<file path="config.mk">
export PLATFORM = sky130hd
export DESIGN_NAME = ker_sram_write
export DESIGN_NICKNAME = d
export VERILOG_FILES = /design/src/rtl/ker_pkg.sv /design/src/rtl/ker_addr_gen.sv /design/src/rtl/ker_sram_write.sv
export SDC_FILE = /design/constraint.sdc
export NUM_CORES = 1
export LEC_CHECK = 0
export BUFFER_PORTS_ARGS = -buffer_cell sky130_fd_sc_hd__buf_2
export CAP_MARGIN = 5
export CORE_ASPECT_RATIO = 0.8
export CORE_MARGIN = 3
export CORE_UTILIZATION = 50
export DETAILED_ROUTE_END_ITERATION = 8
export MAX_ROUTING_LAYER = met4
export PLACE_DENSITY = 0.8
export SLEW_MARGIN = 20
export SYNTH_ARGS = -nofsm -noshare
export SYNTH_HDL_FRONTEND = slang
export SYNTH_SLANG_ARGS = --single-unit
export TNS_END_PERCENT = 5
</file>
<file path="constraint.sdc">
create_clock -name clk -period 3.55 [get_ports clk]
set_clock_uncertainty 0.2 [all_clocks]
set_input_delay 0.1775 -clock clk [delete_from_list [all_inputs] [get_ports clk]]
set_output_delay 0.1775 -clock clk [all_outputs]
set_load 0.03 [all_outputs]
</file>
<file path="src/rtl/ker_pkg.sv">
// Shared kernel-path package: write FSM encoding, default widths
// and master FSM constants.
package ker_pkg;

   localparam int KER_DATA_W   = 64;
   localparam int KER_ADDR_W   = 10;
   localparam int KER_NUM_BANK = 8;

   typedef enum logic [1:0] {
      KER_IDLE = 2'd0,
      KER_LOAD = 2'd1,
      KER_FIN  = 2'd2
   } ker_wr_state_e;

   // Master FSM phases that sequence this block.
   localparam logic [2:0] MST_IDLE = 3'd0;
   localparam logic [2:0] MST_KER  = 3'd1;
   localparam logic [2:0] MST_IMG  = 3'd2;
   localparam logic [2:0] MST_RUN  = 3'd3;
   localparam logic [2:0] MST_DONE = 3'd4;

   function automatic int bank_w(input int nb);
      return (nb > 1) ? $clog2(nb) : 1;
   endfunction

endpackage

</file>
<file path="src/rtl/ker_addr_gen.sv">
// Word/bank counter pair for the kernel SRAM write path.
// Ports: en_i advance, clr_i clear, cfg_words_i words/bank -> word_cnt_o, bank_cnt_o, last_o.
module ker_addr_gen
   import ker_pkg::*;
#(
   parameter int ADDR_W   = KER_ADDR_W,
   parameter int NUM_BANK = KER_NUM_BANK,
   parameter int BANK_W   = bank_w(KER_NUM_BANK)
) (
   input  logic              clk,
   input  logic              rst_n,
   input  logic              en_i,
   input  logic              clr_i,
   input  logic [ADDR_W:0]   cfg_words_i,
   output logic [ADDR_W-1:0] word_cnt_o,
   output logic [BANK_W-1:0] bank_cnt_o,
   output logic              last_o
);

   logic [ADDR_W-1:0] word_q, word_d;
   logic [BANK_W-1:0] bank_q, bank_d;
   logic              wrap;
   logic [ADDR_W:0]   cfg_m1;

   assign cfg_m1 = cfg_words_i - {{ADDR_W{1'b0}}, 1'b1};
   assign wrap   = ({1'b0, word_q} == cfg_m1);
   assign last_o = wrap && (bank_q == BANK_W'(NUM_BANK - 1));

   assign word_cnt_o = word_q;
   assign bank_cnt_o = bank_q;

   always_comb begin
      word_d = word_q;
      bank_d = bank_q;
      if (clr_i) begin
         word_d = '0;
         bank_d = '0;
      end else if (en_i) begin
         if (wrap) begin
            word_d = '0;
            bank_d = bank_q + BANK_W'(1);
         end else begin
            word_d = word_q + ADDR_W'(1);
         end
      end
   end

   always_ff @(posedge clk or negedge rst_n) begin
      if (!rst_n) begin
         word_q <= '0;
         bank_q <= '0;
      end else begin
         word_q <= word_d;
         bank_q <= bank_d;
      end
   end

endmodule

</file>
<file path="src/rtl/ker_sram_write.sv">
// Moves cfg_words*NUM_BANK kernel words from the FIFO into the banked SRAM.
// Ports: start/cfg_words in, FIFO pop/head, busy/done, one-hot sram_we/addr/wdata.
// Optional KER_WR_OVR_CHK_EN adds sticky ker_write_ovr (start while busy).
module ker_sram_write
   import ker_pkg::*;
#(
   parameter int DATA_W   = KER_DATA_W,
   parameter int ADDR_W   = KER_ADDR_W,
   parameter int NUM_BANK = KER_NUM_BANK
) (
   input  logic                clk,
   input  logic                rst_n,
   input  logic                start,
   input  logic [ADDR_W:0]     cfg_words,
   input  logic                ker_write_empty_n,
   input  logic [DATA_W-1:0]   ker_din,
   output logic                ker_write_read,
   output logic                ker_write_busy,
   output logic                ker_write_done,
`ifdef KER_WR_OVR_CHK_EN
   output logic                ker_write_ovr,
`endif
   output logic [NUM_BANK-1:0] sram_we,
   output logic [ADDR_W-1:0]   sram_addr,
   output logic [DATA_W-1:0]   sram_wdata
);

   localparam int BANK_W = bank_w(NUM_BANK);

   ker_wr_state_e state_q, state_d;

   logic [ADDR_W:0]     cfg_q, cfg_d;
   logic [NUM_BANK-1:0] we_q, we_d;
   logic [ADDR_W-1:0]   addr_q, addr_d;
   logic [DATA_W-1:0]   wdata_q, wdata_d;

   logic [ADDR_W-1:0] word_cnt;
   logic [BANK_W-1:0] bank_cnt;
   logic              last;
   logic              acc_start;
   logic              rd;

   assign acc_start = start && (state_q == KER_IDLE);

   ker_addr_gen #(
      .ADDR_W   (ADDR_W),
      .NUM_BANK (NUM_BANK),
      .BANK_W   (BANK_W)
   ) u_addr (
      .clk         (clk),
      .rst_n       (rst_n),
      .en_i        (rd),
      .clr_i       (acc_start),
      .cfg_words_i (cfg_q),
      .word_cnt_o  (word_cnt),
      .bank_cnt_o  (bank_cnt),
      .last_o      (last)
   );

   always_ff @(posedge clk or negedge rst_n) begin
      if (!rst_n) state_q <= KER_IDLE;
      else        state_q <= state_d;
   end

   always_comb begin
      state_d = state_q;
      unique case (state_q)
         KER_IDLE: begin
            if (start) begin
               state_d = (cfg_words == '0) ? KER_FIN : KER_LOAD;
            end
         end
         KER_LOAD: begin
            if (rd && last) state_d = KER_FIN;
         end
         KER_FIN:  state_d = KER_IDLE;
         default:  state_d = KER_IDLE;
      endcase
   end

   always_comb begin
      rd             = (state_q == KER_LOAD) && ker_write_empty_n;
      ker_write_busy = (state_q != KER_IDLE);
      ker_write_done = (state_q == KER_FIN);
   end

   assign ker_write_read = rd;

   // Write port lags the pop by one cycle; addr/data hold when idle.
   always_comb begin
      cfg_d   = acc_start ? cfg_words : cfg_q;
      we_d    = '0;
      addr_d  = addr_q;
      wdata_d = wdata_q;
      if (rd) begin
         we_d    = NUM_BANK'(1) << bank_cnt;
         addr_d  = word_cnt;
         wdata_d = ker_din;
      end
   end

   always_ff @(posedge clk or negedge rst_n) begin
      if (!rst_n) begin
         cfg_q   <= '0;
         we_q    <= '0;
         addr_q  <= '0;
         wdata_q <= '0;
      end else begin
         cfg_q   <= cfg_d;
         we_q    <= we_d;
         addr_q  <= addr_d;
         wdata_q <= wdata_d;
      end
   end

   assign sram_we    = we_q;
   assign sram_addr  = addr_q;
   assign sram_wdata = wdata_q;

`ifdef KER_WR_OVR_CHK_EN
   logic ovr_q, ovr_d;

   always_comb begin
      ovr_d = ovr_q;
      if (acc_start)                  ovr_d = 1'b0;
      else if (start && ker_write_busy) ovr_d = 1'b1;
   end

   always_ff @(posedge clk or negedge rst_n) begin
      if (!rst_n) ovr_q <= 1'b0;
      else        ovr_q <= ovr_d;
   end

   assign ker_write_ovr = ovr_q;
`endif

endmodule

</file>
==> results by group <==
Status
  • Status: finished clean

Critical path
  • R2r startpoint: cfg_q[0]$_DFFE_PN0P_
  • Crit path max fanout: 9
  • CP startpoint: cfg_q[0]$_DFFE_PN0P_
  • Required time worst endpoint: 3.57 ns
  • Critical-path top delay cell: dfrtp_1
  • Max stage delay on crit path: 0.46 ns
  • Worst path buffer plus inverter count: 1
  • Crit Path Class: reg -> reg
  • Worst setup EP type: flip-flop
  • Worst path cell trace: inv_1 -> ha_1 -> nor4b_2 -> nand2_1 -> o32ai_2 -> o31ai_1 -> nor4_1 -> nand2_1 -> a22o_1
  • Worst r2r path cells: 9
  • CP Depth: 9
  • WP data arrival: 2.93 ns
  • Crit-path leading delay family: simple AND/OR/NAND/NOR gates
  • Most used cell, CP: nand2_1
  • Crit start category: flip-flop

Timing
  • Setup TNS: 0 ns
  • Hold WS: 0.2481 ns
  • RSZ-0062 raised after global routing: no
  • Final setup fails: 0
  • Rel. slew slack: 46.31%
  • Worst slew pin tran: 0.8053 ns
  • Final hold vios: 0
  • Final Max Slew Viols: 0
  • Fin crit period: 2.903 ns
  • Tcrit/Tclk final: 81.78%
  • Fmax: 344.5 MHz

Power and ir drop
  • Lkg Pwr: 3.642 nW
  • Cell Pwr Density: 538.8 nW/µm²
  • VDD IR max: 0.0003113 V

Global routing
  • Initial antenna violation count: 0
  • Total grt overflow: 0
  • Tot GR Track Use: 26.94%
  • Number of global-route vias before repair: 4,698
  • Largest net degree at the start of global routing: 79
  • First-pass GRT wire length: 22,400 µm

CTS
  • Root buffer cell: clkbuf_16
  • CTS sink cnt: 108
  • H-Tree Depth: 3
  • CTS tree: built
  • Worst skew pair latency: 0.34 ns
  • Post-CTS sizing: 0
  • Hold Buf Count CTS: 77
  • Clock Path Buffers: 2
  • Total CTS buffers: 9
  • Post-CTS setup buffer count: 0
  • Reg clk slew, reported paths: 0.08 ns

Logic synthesis
  • #FFs+latches synth: 108
  • Largest cells by area after synthesis: dfrtp_1 (56%), nand2_1 (21%), ha_1 (2.1%)
  • Yosys warnings: 0
  • Post-Synthesis Cells: 551
  • Most frequent cell after synthesis: nand2_1
  • Sequential share of the synthesized area: 56.25%
  • Post-synth cell types: 43
  • Largest area contributor in the netlist: dfrtp_1
  • Post-Syn Area per Cell: 8.720 µm²
  • Synth Net Count: 638
  • Yosys top cell area share: 56.25%
  • EDFF count, synth: 0
  • Top post-synthesis cells by count: nand2_1 (265), dfrtp_1 (108), clkbuf_1 (25), nor2_1 (15)
  • Cell Area, Synth: 4805 µm²
  • Synth async-reset ratio: 100.0%
  • Main flop type after synthesis: dfrtp_1

Drt
  • Vias per cell: 5.185
  • ANT nets after route: 0
  • Drt total wl: 14,220 µm
  • Wire per inst: 15.91 µm
  • DR pass1 iterations: 5
  • Vias: 4,635
  • DRC: 0
  • Iteration-0 DRC Markers: 323

Floorplanning
  • Die width: 115.6 µm
  • Core Box Area: 9193 µm²
  • Starting density of the core: 52.27%
  • Chip Height: 93.68 µm
  • Die ar.: 10,830 µm²
  • I/O pins: 164
  • Rows: 31

Placement
  • Port buffer count: 163
  • Final Wtd Congestion: 0.9235
  • Placement Cell Area: 5659 µm²
  • HPWL Detailed: 8610 µm

Final layout
  • Filler cells: 656
  • Layout Utilization: 72.95%
  • Fin nets: 860
  • Post-route cell area: 6706 µm²
  • Reg area: 2703 µm²
  • Layout cell share with drive strength beyond 1: 24.42%
  • Area occupied by multi-input gates: 1922 µm²
  • P&R area growth vs syn: 39.58%

Run
  • Max-Cap Viols: 0

Worst hold path
  • Worst Hold Class: in -> async
## final cells by class
| type | instances | share of cell area (%) |
|---|---|---|
| Tap cell | 115 | 2.146 |
| Clock buffer | 9 | 3.358 |
| Clock inverter | 7 | 0.7276 |
| Inverter | 8 | 0.4478 |
| Timing Repair Buffer | 244 | 24.33 |
| Multi-Input combinational cell | 402 | 28.66 |
| Sequential cell | 108 | 40.30 |
| Antenna cell | 1 | 0.03731 |
## layer usage
metal / GRT usage [%] / up-vias / share of wire, % / wire length [µm]
met5: - / - / 0 / 0
met4: 10.46 / 0 / 3.3 / 471
met3: 4.894 / 44 / 5.6 / 801
met2: 44.99 / 188 / 51 / 7298
met1: 32.74 / 2196 / 40 / 5649
li1: - / 2207 / - / -
## report_power, final
group | switching [mW] | internal [mW]
Combinational | 0.709 | 0.387
Sequential | 0.176 | 1.41
Clock | 0.454 | 0.479
## metrics by stage
step / cells / worst slack (ns) / total power [mW]
2_1_floorplan: 551 / 1.016 / 2.284
3_3_place_gp: 800 / 0.8403 / 2.574
3_5_place_dp: 800 / 0.6824 / 2.608
4_1_cts: 893 / 0.6696 / 3.602
5_1_grt: 893 / 0.3615 / 3.798
6_report: 894 / 0.6468 / 3.613
## logic make-up (layout without fill, tap and decap cells)
| family | Yosys count | in the layout | synth area share (%) |
|---|---|---|---|
| AND/OR/NAND/NOR | 345 | 345 | 30.31 |
| AO/OA/AOI/OAI | 33 | 33 | 4.505 |
| buffers and inverters | 41 | 268 | 3.802 |
| XOR/XNOR | 11 | 11 | 2.005 |
| multiplexers | 5 | 5 | 1.042 |
| other | 0 | 1 | 0 |
| flip-flops | 108 | 108 | 56.25 |
| adder cells (fa/ha/maj) | 8 | 8 | 2.083 |
## registers in the layout, summed over array words and instances, names as in the netlist
name               cells
cfg_q                 11
sram_addr             10
sram_wdata            64
sram_we                8
state_q                2
u_addr.bank_cnt_o      3
u_addr.word_cnt_o     10
## final timing paths
kind,to,slack (ns)
max,state_q[0]$_DFFE_PN0P_,0.65
min,sram_wdata[43]$_DFFE_PN0P_,0.25
min in group clk,sram_addr[1]$_DFFE_PN0P_,0.27
max in group asynchronous,sram_wdata[61]$_DFFE_PN0P_,2.05
min reg2reg,sram_addr[1]$_DFFE_PN0P_,0.27
max reg2reg,state_q[0]$_DFFE_PN0P_,0.65
## cells in the final DEF, fill, tap and decap left out, types with 4 or more instances in the layout
master,n
inv_1,7
mux2i_1,5
nand4_1,4
buf_4,4
buf_2,162
dlygate4sd3_1,77
nor3_1,11
o21ai_0,14
nor2_1,15
nand3_1,14
a21oi_1,5
nand2_1,264
dfrtp_1,108
and3_1,11
xnor2_1,5
xor2_1,6
clkbuf_16,9
nor4_1,6
ha_1,8
nand2b_1,4
No activity file was read; power rests on OpenSTA's default activity.
